==> src/rtl/axis_slave_pkt_rx_if.sv <==
// Stream-in / replay-out bundle for axis_slave_pkt_rx.
interface axis_slave_pkt_rx_if #(
  parameter int DATA_WIDTH = 8,
  parameter int LEN_W      = 5
);
  logic                  s_axis_tvalid;
  logic [DATA_WIDTH-1:0] s_axis_tdata;
  logic                  s_axis_tlast;
  logic                  s_axis_tready;
  logic [DATA_WIDTH-1:0] dout;
  logic                  dout_valid;
  logic                  dout_last;
  logic                  rd_ready;
  logic [LEN_W-1:0]      pkt_len;
  logic                  pkt_done;
  logic                  overflow;

  modport slave (
    input  s_axis_tvalid, s_axis_tdata, s_axis_tlast, rd_ready,
    output s_axis_tready, dout, dout_valid, dout_last, pkt_len, pkt_done, overflow
  );

  modport master (
    output s_axis_tvalid, s_axis_tdata, s_axis_tlast, rd_ready,
    input  s_axis_tready, dout, dout_valid, dout_last, pkt_len, pkt_done, overflow
  );
endinterface

==> src/rtl/axis_slave_pkt_rx.sv <==
// Single-packet AXI4-Stream receiver: buffers one packet, then replays it
// on a valid/ready read port. Oversized packets are swallowed and flagged.
//
// state   | meaning
// --------+-------------------------------------------------------------
// S_IDLE  | one-cycle settle after reset, tready held low
// S_RECV  | accepting beats into the buffer
// S_DROP  | packet outgrew the buffer, discarding beats until tlast
// S_DRAIN | replaying the stored packet, upstream back-pressured
module axis_slave_pkt_rx #(
  parameter int DATA_WIDTH = 8,
  parameter int ADDR_W     = 4,
  parameter int LEN_W      = 5
) (
  input  logic                 s_axis_clk,
  input  logic                 s_axis_rstn,
  axis_slave_pkt_rx_if.slave   bus
);
  localparam int DEPTH = 2 ** ADDR_W;

  typedef enum logic [1:0] {S_IDLE, S_RECV, S_DROP, S_DRAIN} state_t;

  state_t                r_state;
  logic [LEN_W-1:0]      r_wr_cnt;
  logic [LEN_W-1:0]      r_rd_cnt;
  logic [LEN_W-1:0]      r_pkt_len;
  logic                  r_pkt_done;
  logic                  r_overflow;
  logic [DATA_WIDTH-1:0] r_mem [DEPTH];

  logic                  w_tready;
  logic                  w_dout_valid;
  logic                  w_dout_last;
  logic [DATA_WIDTH-1:0] w_dout;
  logic                  w_accept;
  logic                  w_read;

  // Handshake and read-port outputs decode straight from state and counters.
  always_comb begin
    w_tready     = (r_state == S_RECV) || (r_state == S_DROP);
    w_dout_valid = (r_state == S_DRAIN);
    w_dout_last  = w_dout_valid && (r_rd_cnt == r_pkt_len - LEN_W'(1));
    w_dout       = w_dout_valid ? r_mem[r_rd_cnt[ADDR_W-1:0]] : '0;
    w_accept     = bus.s_axis_tvalid && w_tready;
    w_read       = w_dout_valid && bus.rd_ready;
  end

  // Buffer write; contents need no reset since the counters gate every read.
  always_ff @(posedge s_axis_clk) begin
    if (w_accept && (r_state == S_RECV)) begin
      r_mem[r_wr_cnt[ADDR_W-1:0]] <= bus.s_axis_tdata;
    end
  end

  // Packet sequencing: receive, drop on overflow, replay, then re-arm.
  always_ff @(posedge s_axis_clk or negedge s_axis_rstn) begin
    if (!s_axis_rstn) begin
      r_state    <= S_IDLE;
      r_wr_cnt   <= '0;
      r_rd_cnt   <= '0;
      r_pkt_len  <= '0;
      r_pkt_done <= 1'b0;
      r_overflow <= 1'b0;
    end else begin
      r_pkt_done <= 1'b0;
      r_overflow <= 1'b0;
      case (r_state)
        S_IDLE: r_state <= S_RECV;
        S_RECV: begin
          if (w_accept) begin
            r_wr_cnt <= r_wr_cnt + LEN_W'(1);
            if (bus.s_axis_tlast) begin
              r_pkt_len <= r_wr_cnt + LEN_W'(1);
              r_rd_cnt  <= '0;
              r_state   <= S_DRAIN;
            end else if (r_wr_cnt == LEN_W'(DEPTH - 1)) begin
              // Buffer is full and more is coming: the packet cannot fit.
              r_state <= S_DROP;
            end
          end
        end
        S_DROP: begin
          if (w_accept && bus.s_axis_tlast) begin
            r_overflow <= 1'b1;
            r_wr_cnt   <= '0;
            r_state    <= S_RECV;
          end
        end
        S_DRAIN: begin
          if (w_read) begin
            r_rd_cnt <= r_rd_cnt + LEN_W'(1);
            if (w_dout_last) begin
              r_pkt_done <= 1'b1;
              r_wr_cnt   <= '0;
              r_rd_cnt   <= '0;
              r_state    <= S_RECV;
            end
          end
        end
        default: r_state <= S_IDLE;
      endcase
    end
  end

  assign bus.s_axis_tready = w_tready;
  assign bus.dout_valid    = w_dout_valid;
  assign bus.dout_last     = w_dout_last;
  assign bus.dout          = w_dout;
  assign bus.pkt_len       = r_pkt_len;
  assign bus.pkt_done      = r_pkt_done;
  assign bus.overflow      = r_overflow;
endmodule

==> src/flat_wrapper.sv <==
// flat-port wrapper written by rule: the top's interface ports become plain ports
module axis_slave_pkt_rx_flat 
#(
  parameter int DATA_WIDTH = 8,
  parameter int ADDR_W     = 4,
  parameter int LEN_W      = 5
)
  (s_axis_clk, s_axis_rstn, bus_s_axis_tvalid, bus_s_axis_tdata, bus_s_axis_tlast, bus_rd_ready, bus_s_axis_tready, bus_dout, bus_dout_valid, bus_dout_last, bus_pkt_len, bus_pkt_done, bus_overflow);
  axis_slave_pkt_rx_if #(.DATA_WIDTH(DATA_WIDTH), .LEN_W(LEN_W)) bus_i ();
  input  logic s_axis_clk;
  input  logic s_axis_rstn;
  input wire logic [$bits(bus_i.s_axis_tvalid)-1:0] bus_s_axis_tvalid;
  input wire logic [$bits(bus_i.s_axis_tdata)-1:0] bus_s_axis_tdata;
  input wire logic [$bits(bus_i.s_axis_tlast)-1:0] bus_s_axis_tlast;
  input wire logic [$bits(bus_i.rd_ready)-1:0] bus_rd_ready;
  output wire logic [$bits(bus_i.s_axis_tready)-1:0] bus_s_axis_tready;
  output wire logic [$bits(bus_i.dout)-1:0] bus_dout;
  output wire logic [$bits(bus_i.dout_valid)-1:0] bus_dout_valid;
  output wire logic [$bits(bus_i.dout_last)-1:0] bus_dout_last;
  output wire logic [$bits(bus_i.pkt_len)-1:0] bus_pkt_len;
  output wire logic [$bits(bus_i.pkt_done)-1:0] bus_pkt_done;
  output wire logic [$bits(bus_i.overflow)-1:0] bus_overflow;
  assign bus_i.s_axis_tvalid = bus_s_axis_tvalid;
  assign bus_i.s_axis_tdata = bus_s_axis_tdata;
  assign bus_i.s_axis_tlast = bus_s_axis_tlast;
  assign bus_i.rd_ready = bus_rd_ready;
  assign bus_s_axis_tready = bus_i.s_axis_tready;
  assign bus_dout = bus_i.dout;
  assign bus_dout_valid = bus_i.dout_valid;
  assign bus_dout_last = bus_i.dout_last;
  assign bus_pkt_len = bus_i.pkt_len;
  assign bus_pkt_done = bus_i.pkt_done;
  assign bus_overflow = bus_i.overflow;
  axis_slave_pkt_rx #(.DATA_WIDTH(DATA_WIDTH), .ADDR_W(ADDR_W), .LEN_W(LEN_W)) u_core (.s_axis_clk(s_axis_clk), .s_axis_rstn(s_axis_rstn), .bus(bus_i));
endmodule
==> config.mk <==
export PLATFORM = sky130hd
export DESIGN_NAME = axis_slave_pkt_rx_flat
export DESIGN_NICKNAME = d
export VERILOG_FILES = /design/src/rtl/axis_slave_pkt_rx_if.sv /design/src/rtl/axis_slave_pkt_rx.sv /design/src/flat_wrapper.sv
export SDC_FILE = /design/constraint.sdc
export NUM_CORES = 1
export LEC_CHECK = 0
export CAP_MARGIN = 10
export CORE_ASPECT_RATIO = 0.7
export CORE_MARGIN = 4
export CORE_UTILIZATION = 45
export CTS_BUF_LIST = sky130_fd_sc_hd__clkbuf_8
export DETAILED_ROUTE_END_ITERATION = 8
export DONT_BUFFER_PORTS = 1
export GPL_TIMING_DRIVEN = 0
export MAX_ROUTING_LAYER = met4
export PLACE_DENSITY_LB_ADDON = 0.08
export SKIP_CTS_REPAIR_TIMING = 1
export SLEW_MARGIN = 0
export SYNTH_ARGS = -nofsm -noshare
export SYNTH_HDL_FRONTEND = slang
export SYNTH_SLANG_ARGS = --single-unit
==> constraint.sdc <==
create_clock -name s_axis_clk -period 3 [get_ports s_axis_clk]
set_input_delay 0.6 -clock s_axis_clk [delete_from_list [all_inputs] [get_ports s_axis_clk]]
set_output_delay 0.6 -clock s_axis_clk [all_outputs]
set_load 0.05 [all_outputs]
==> results of run 1 <==
==> how the worst max path moves through the flow <==
| stage | startpoint | endpoint | slack, ns | cells after the start |
|---|---|---|---|---|
| global route | u_core.bus.pkt_len[0] | bus_dout_last | -0.20 | 6 |
| global placement | u_core.r_rd_cnt[1] | bus_dout[3] | -0.02 | 5 |
| CTS | u_core.bus.pkt_len[0] | bus_dout_last | -0.51 | 6 |
| detailed placement | u_core.r_rd_cnt[1] | bus_dout[6] | -0.06 | 5 |
| floorplan | u_core.bus.pkt_len[0] | bus_dout_last | 0.12 | 6 |
| finish | u_core.bus.pkt_len[0] | bus_dout_last | -0.11 | 6 |
==> registers in the layout (all words and copies together), names as in the netlist <==
| signal | flops |
|---|---|
| u_core.r_rd_cnt | 5 |
| u_core.bus.overflow | 1 |
| u_core.bus.pkt_done | 1 |
| u_core.bus.pkt_len | 5 |
| u_core.r_mem | 128 |
| u_core.r_wr_cnt | 5 |
| u_core.r_state | 2 |
==> cells in the final DEF (no fill, tap or decap), types with 3 or more instances in the layout <==
cell type / instances
a21oi_1: 5
inv_1: 19
clkbuf_8: 18
ha_1: 8
o21ai_0: 13
nor2_1: 20
o32ai_1: 3
nand3_1: 7
mux4_2: 40
bufinv_16: 3
nor3_1: 7
nand2b_1: 3
a211o_1: 3
dfrtp_2: 4
and2_4: 8
xnor2_1: 6
edfxtp_1: 128
buf_12: 3
and2_1: 3
clkbuf_1: 4
nand2_1: 24
dfrtp_1: 14
buf_2: 3
inv_6: 3
buf_4: 10
==> per-layer routing <==
metal / share of wire, % / vias up
li1: - / 1466
met1: 51 / 1689
met2: 42 / 90
met3: 6.3 / 7
met4: 0.71 / 0
met5: 0 / -
==> logic make-up (layout without fill, tap and decap cells) <==
group                      Yosys count  after routing  synth area share (%)
DFF                                147            147                  69.3
and+or+nand+nor                     82             82                  6.26
muxes                               41             41                  14.6
AOI/OAI and AO/OA                   37             37                  4.20
buffers and inverters               34             77                  2.61
adders and majority gates           10             10                  2.01
xor gates and xnor gates             7              7                 0.984
==> synthesized netlist by cell type, drive strengths merged (2+ instances only) <==
cell / count
xnor2: 6
o32ai: 3
nand2b: 3
edfxtp: 128
ha: 10
nor2b: 2
nor2: 20
nand3: 7
and2: 11
inv: 18
nand2: 24
o211ai: 2
dfrtp: 19
o31ai: 2
clkbuf: 7
a211o: 3
a21oi: 5
nor3: 10
buf: 9
o21ai: 14
mux4: 40
==> worst max-delay path, cell delays in order (launching register included) <==
cell and delay, ns:
dfrtp_4 0.60, inv_4 0.09, ha_4 0.12, a31oi_1 0.08, or4_4 0.55, buf_6 0.14, nor3_4 0.49
==> layout make-up <==
type | count | area share [%]
tap | 185 | 3.26
sequential | 147 | 60.9
buffer | 16 | 2.17
timing repair buffer | 11 | 1.50
inverter | 18 | 0.986
clock buffer | 18 | 3.49
clock inverter | 14 | 2.29
multi-input combinational | 177 | 25.4
==> power groups by stage <==
stage / sequential (mW) / combinational (mW) / clock (mW)
after global routing: 2.74 / 2.76 / 1.73
after floorplan: 2.69 / 1.76 / 0
after CTS: 2.69 / 2.30 / 1.64
after global placement: 2.73 / 2.28 / 0
final: 2.71 / 2.56 / 1.60
after detailed placement: 2.74 / 2.30 / 0
==> through the flow <==
stage                     std cells  total power, mW  setup TNS [ns]  hold WS, ns  setup WS (ns)
after CTS                       576             6.63           -4.35       -0.182         -0.512
after floorplan                 358             4.46               0        0.304          0.119
final                           586             6.88          -0.348        0.260         -0.109
after global placement          543             5.01         -0.0161        0.305        -0.0161
after detailed placement        544             5.04          -0.157        0.305        -0.0578
after global routing            586             7.22          -0.979        0.218         -0.204
==> results.toml, run 1 <==
[route]
viasPerCell = 5.55
drc_errors = 0
ant_nets = 0
initialDrtViolationCount = 298
routed_wl_um = 13700
routed-via-count = 3252
first_pass_iters = 5
wire_per_inst_um = 23.4

[global_route]
track_usage_pct = 18.6
grtUsageMet2_pct = 23.4
grt_max_degree = 20
top_usage_layer = "met1"
overflow = 0
antenna_found_initial = 0
grt_pass1_vias = 3174
use_met3_pct = 4.30
grtUsageMet1_pct = 29.6
grt_pass1_wl_um = 20200

[power]
p_per_area_nw_per_um2 = 968
switching_share_pct = 36.7
power_frac_comb_pct = 37.3
ir_worst_vdd_mv = 0.419
intPower_mw = 4.35
p_sw_mw = 2.53
clkPwrFrac_pct = 23.3
leakage_nw = 2.35
seqPwrFrac_pct = 39.4

[yosys]
synthCells = 358
ys_ff_latch = 147
ys.flop_type = "edfxtp_1"
async_flop_share_pct = 12.9
yosysUniqueCellTypes = 42
avgSynthCellArea_um2 = 17.4
yosys.area.top_type = "edfxtp_1"
synth_top_area_share_pct = 61.7
synthTopCellsByArea = "edfxtp_1 62%, mux4_2 14%, dfrtp_1 7.6%, ha_1 2.0%, nand2_1 1.4%"
syn_nets = 381
ys_seq_area_share_pct = 69.3
yosysWarnings = 0
syn_area_um2 = 6230
synth_edf_count = 128

[cells_and_area]
multi_input_area_um2 = 1810
final_area_um2 = 7110
nFillCells = 1082
layout-drive-gt1-share_pct = 28.7
final-seq-area_um2 = 4330
diodes = 0
nets = 411
post-route-util_pct = 53.2
syn_to_final_growth_pct = 14.0

[worst_setup_path]
critPathKind = "register to primary output"
cp_data_required_time_ns = 2.40
critPathArrivalTime_ns = 2.51
rrSetupSlack_ns = 0.53
cp_max_fo = 5
reg2reg_from = "u_core.bus.pkt_len[0]"
r2r-end = "u_core.r_wr_cnt[0]"
endpoint_kind = "primary output"
rr_worst_depth = 8
cp-start-kind = "register"

[floorplan]
ios = 31
dieHeight_um = 106
dieArea_um2 = 15800
core_um2 = 13400
start_util_pct = 46.7
rows = 35
chipWidth_um = 149

[cts]
cts_root_buf = "clkbuf_8"
cts_tree = "built"
cts_sinks = 147
numCtsBuffers = 17
htree_levels = 4
clk_path_buf_depth = 2
path_clk_slew_ns = 0.09
clk_latency_ns = 0.43

[job]
maxCapViolations = 0

[outcome]
status = "finished, violations left"
violations = "setup timing"

[timing]
worstMarginPinSlew_ns = 1.22
finalCriticalPeriod_ns = 3.11
drv_slew = 0
skew_ns = 0.0116
slew_headroom_pct = 18.0
layout_setup_ws_ns = -0.109
fin_crit_sh_pct = 104
fmax_ghz = 0.322
final_hold_viol_count = 0
rsz0062_at_grt = "true"
finalSetupViolCount = 9

[min_path]
holdPathEnd = "u_core.r_mem[0][3]"
hold_depth = 0
hold_class = "input port to register"
worstHoldStart = "bus_s_axis_tdata[3]"

[place]
placed_area_um2 = 6490
numPortBuffers = 0
dp_hpwl_um = 9260
place.gp.congestion = 0.855
Power figures use the tool's default switching activity.
==> run 2: changes to the inputs <==
--- a/config.mk
+++ b/config.mk
@@ -8,7 +8,7 @@
 export CAP_MARGIN = 10
 export CORE_ASPECT_RATIO = 0.7
 export CORE_MARGIN = 4
-export CORE_UTILIZATION = 45
+export CORE_UTILIZATION = 55
 export CTS_BUF_LIST = sky130_fd_sc_hd__clkbuf_8
 export DETAILED_ROUTE_END_ITERATION = 8
 export DONT_BUFFER_PORTS = 1
==> run 2 against run 1 <==
Compared with the run above: the flow still finishes with violations (setup timing); combinational power hardly changed; critical path depth decreased by 1; via count is 2.1% higher; count of clock-buffer cells in the layout stayed put; utilization increased by 11 points; routed wire length down 3.3%; register-to-register slack better by 0.03 ns; largest cell class unchanged; largest power group unchanged.
==> results.toml, run 2 (synthesis results as in run 1) <==
[route]
routed_wl_um = 13200
ant_nets = 0
initialDrtViolationCount = 445
drc_errors = 0
viasPerCell = 5.99
wire_per_inst_um = 23.9
first_pass_iters = 5
routed-via-count = 3320

[global_route]
antenna_found_initial = 0
grt_pass1_wl_um = 19800
grt_pass1_vias = 3128
grt_max_degree = 20
overflow = 0
track_usage_pct = 21.6

[power]
switching_share_pct = 36.3
p_sw_mw = 2.53
power_frac_comb_pct = 37.0
p_per_area_nw_per_um2 = 980
seqPwrFrac_pct = 38.8
leakage_nw = 2.35
clkPwrFrac_pct = 24.1
ir_worst_vdd_mv = 0.399
intPower_mw = 4.44
p_total_mw = 6.97

[timing]
tns_ns = -0.523
final_hold_viol_count = 0
layout_setup_ws_ns = -0.0747
finalCriticalPeriod_ns = 3.07
finalSetupViolCount = 9
whs_ns = 0.254
rsz0062_at_grt = "true"
fmax_ghz = 0.325
drv_slew = 0
slew_headroom_pct = 31.3
skew_ns = 0.0151
worstMarginPinSlew_ns = 1.03
fin_crit_sh_pct = 102

[job]
maxCapViolations = 0

[cts]
numCtsBuffers = 17
cts_root_buf = "clkbuf_8"
cts_sinks = 147
cts_tree = "built"
clk_latency_ns = 0.44
clk_path_buf_depth = 2
htree_levels = 4
path_clk_slew_ns = 0.08

[floorplan]
dieArea_um2 = 13100
chipWidth_um = 135
core_um2 = 11100
ios = 31
rows = 32
dieHeight_um = 97.1
start_util_pct = 56.4

[cells_and_area]
layout-drive-gt1-share_pct = 28.7
diodes = 0
fin_cells = 554
nFillCells = 782
final_area_um2 = 7120
largest_register_ffs = 128
nets = 411
post-route-util_pct = 64.4
final_cell_mix = "128 x edfxtp_1, 40 x mux4_2, 24 x nand2_1, 20 x nor2_1"
syn_to_final_growth_pct = 14.2
final_common_cell = "edfxtp_1"

[worst_setup_path]
endpoint_kind = "primary output"
cp-start-kind = "register"
rr_worst_depth = 7
reg2reg_from = "u_core.bus.pkt_len[1]"
rrSetupSlack_ns = 0.56
critPathArrivalTime_ns = 2.47
cp_data_required_time_ns = 2.40
endpoint = "bus_dout[7]"
cp_max_fo = 11
r2r-end = "u_core.r_wr_cnt[0]"
startpoint = "u_core.r_rd_cnt[0]"
critPathKind = "register to primary output"

[place]
post-place-cells = 512
place.gp.congestion = 0.883
placed_area_um2 = 6450
dp_slack_ns = -0.0224
dp_hpwl_um = 8780
numPortBuffers = 0

[outcome]
status = "finished, violations left"
violations = "setup timing"

[min_path]
worstHoldStart = "bus_s_axis_tdata[2]"
hold_class = "input port to register"
-- run 2: cell types whose count changed in the layout (fill, tap and decap cells not counted), sizes merged --
cell      delta
buf          -2
clkbuf       +2
clkinvlp     +5
bufinv       +1
inv          -3
clkinv       -3
-- run 2: power groups by stage --
stage               registers, mW  clock network, mW  logic (mW)
finish                       2.71               1.68        2.58
global route                 2.73               1.78        2.76
CTS                          2.69               1.69        2.28
detailed placement           2.74                  0        2.27
global placement             2.73                  0        2.24
floorplan                    2.69                  0        1.76
-- run 2: how the worst min path moves through the flow --
stage,endpoint,slack (ns),cells past startpoint
floorplan,u_core.bus.overflow,0.30,0
global placement,u_core.bus.pkt_len[2],0.30,0
detailed placement,u_core.bus.pkt_len[2],0.30,0
CTS,u_core.r_wr_cnt[4],-0.18,0
global route,u_core.r_mem[14][0],0.21,0
finish,u_core.r_mem[0][2],0.25,0
-- run 2: area by class of cell --
type,instances,area [µm²],area share [%]
Buffer,15,144,2.02
Clock buffer,18,248,3.48
Clock inverter,14,186,2.62
Inverter,18,67.6,0.949
Multi-Input combinational cell,177,1810,25.4
Sequential cell,147,4330,60.8
Tap cell,153,191,2.69
Timing Repair Buffer,12,146,2.06
-- run 2: metal layers --
layer	vias to the layer above	GRT usage, %	part of all wire (%)
met5	-	-	0
met4	0	5.34	0.71
met3	12	6.52	8.3
met2	131	26.1	41
met1	1720	35.7	50
li1	1457	-	-
-- run 2: worst max-delay path, stage by stage, from the launching register on --
cell and delay [ns]:
dfrtp_1 0.41, buf_12 0.18, buf_16 0.15, mux4_2 0.55, mux4_2 0.50, and2_4 0.24
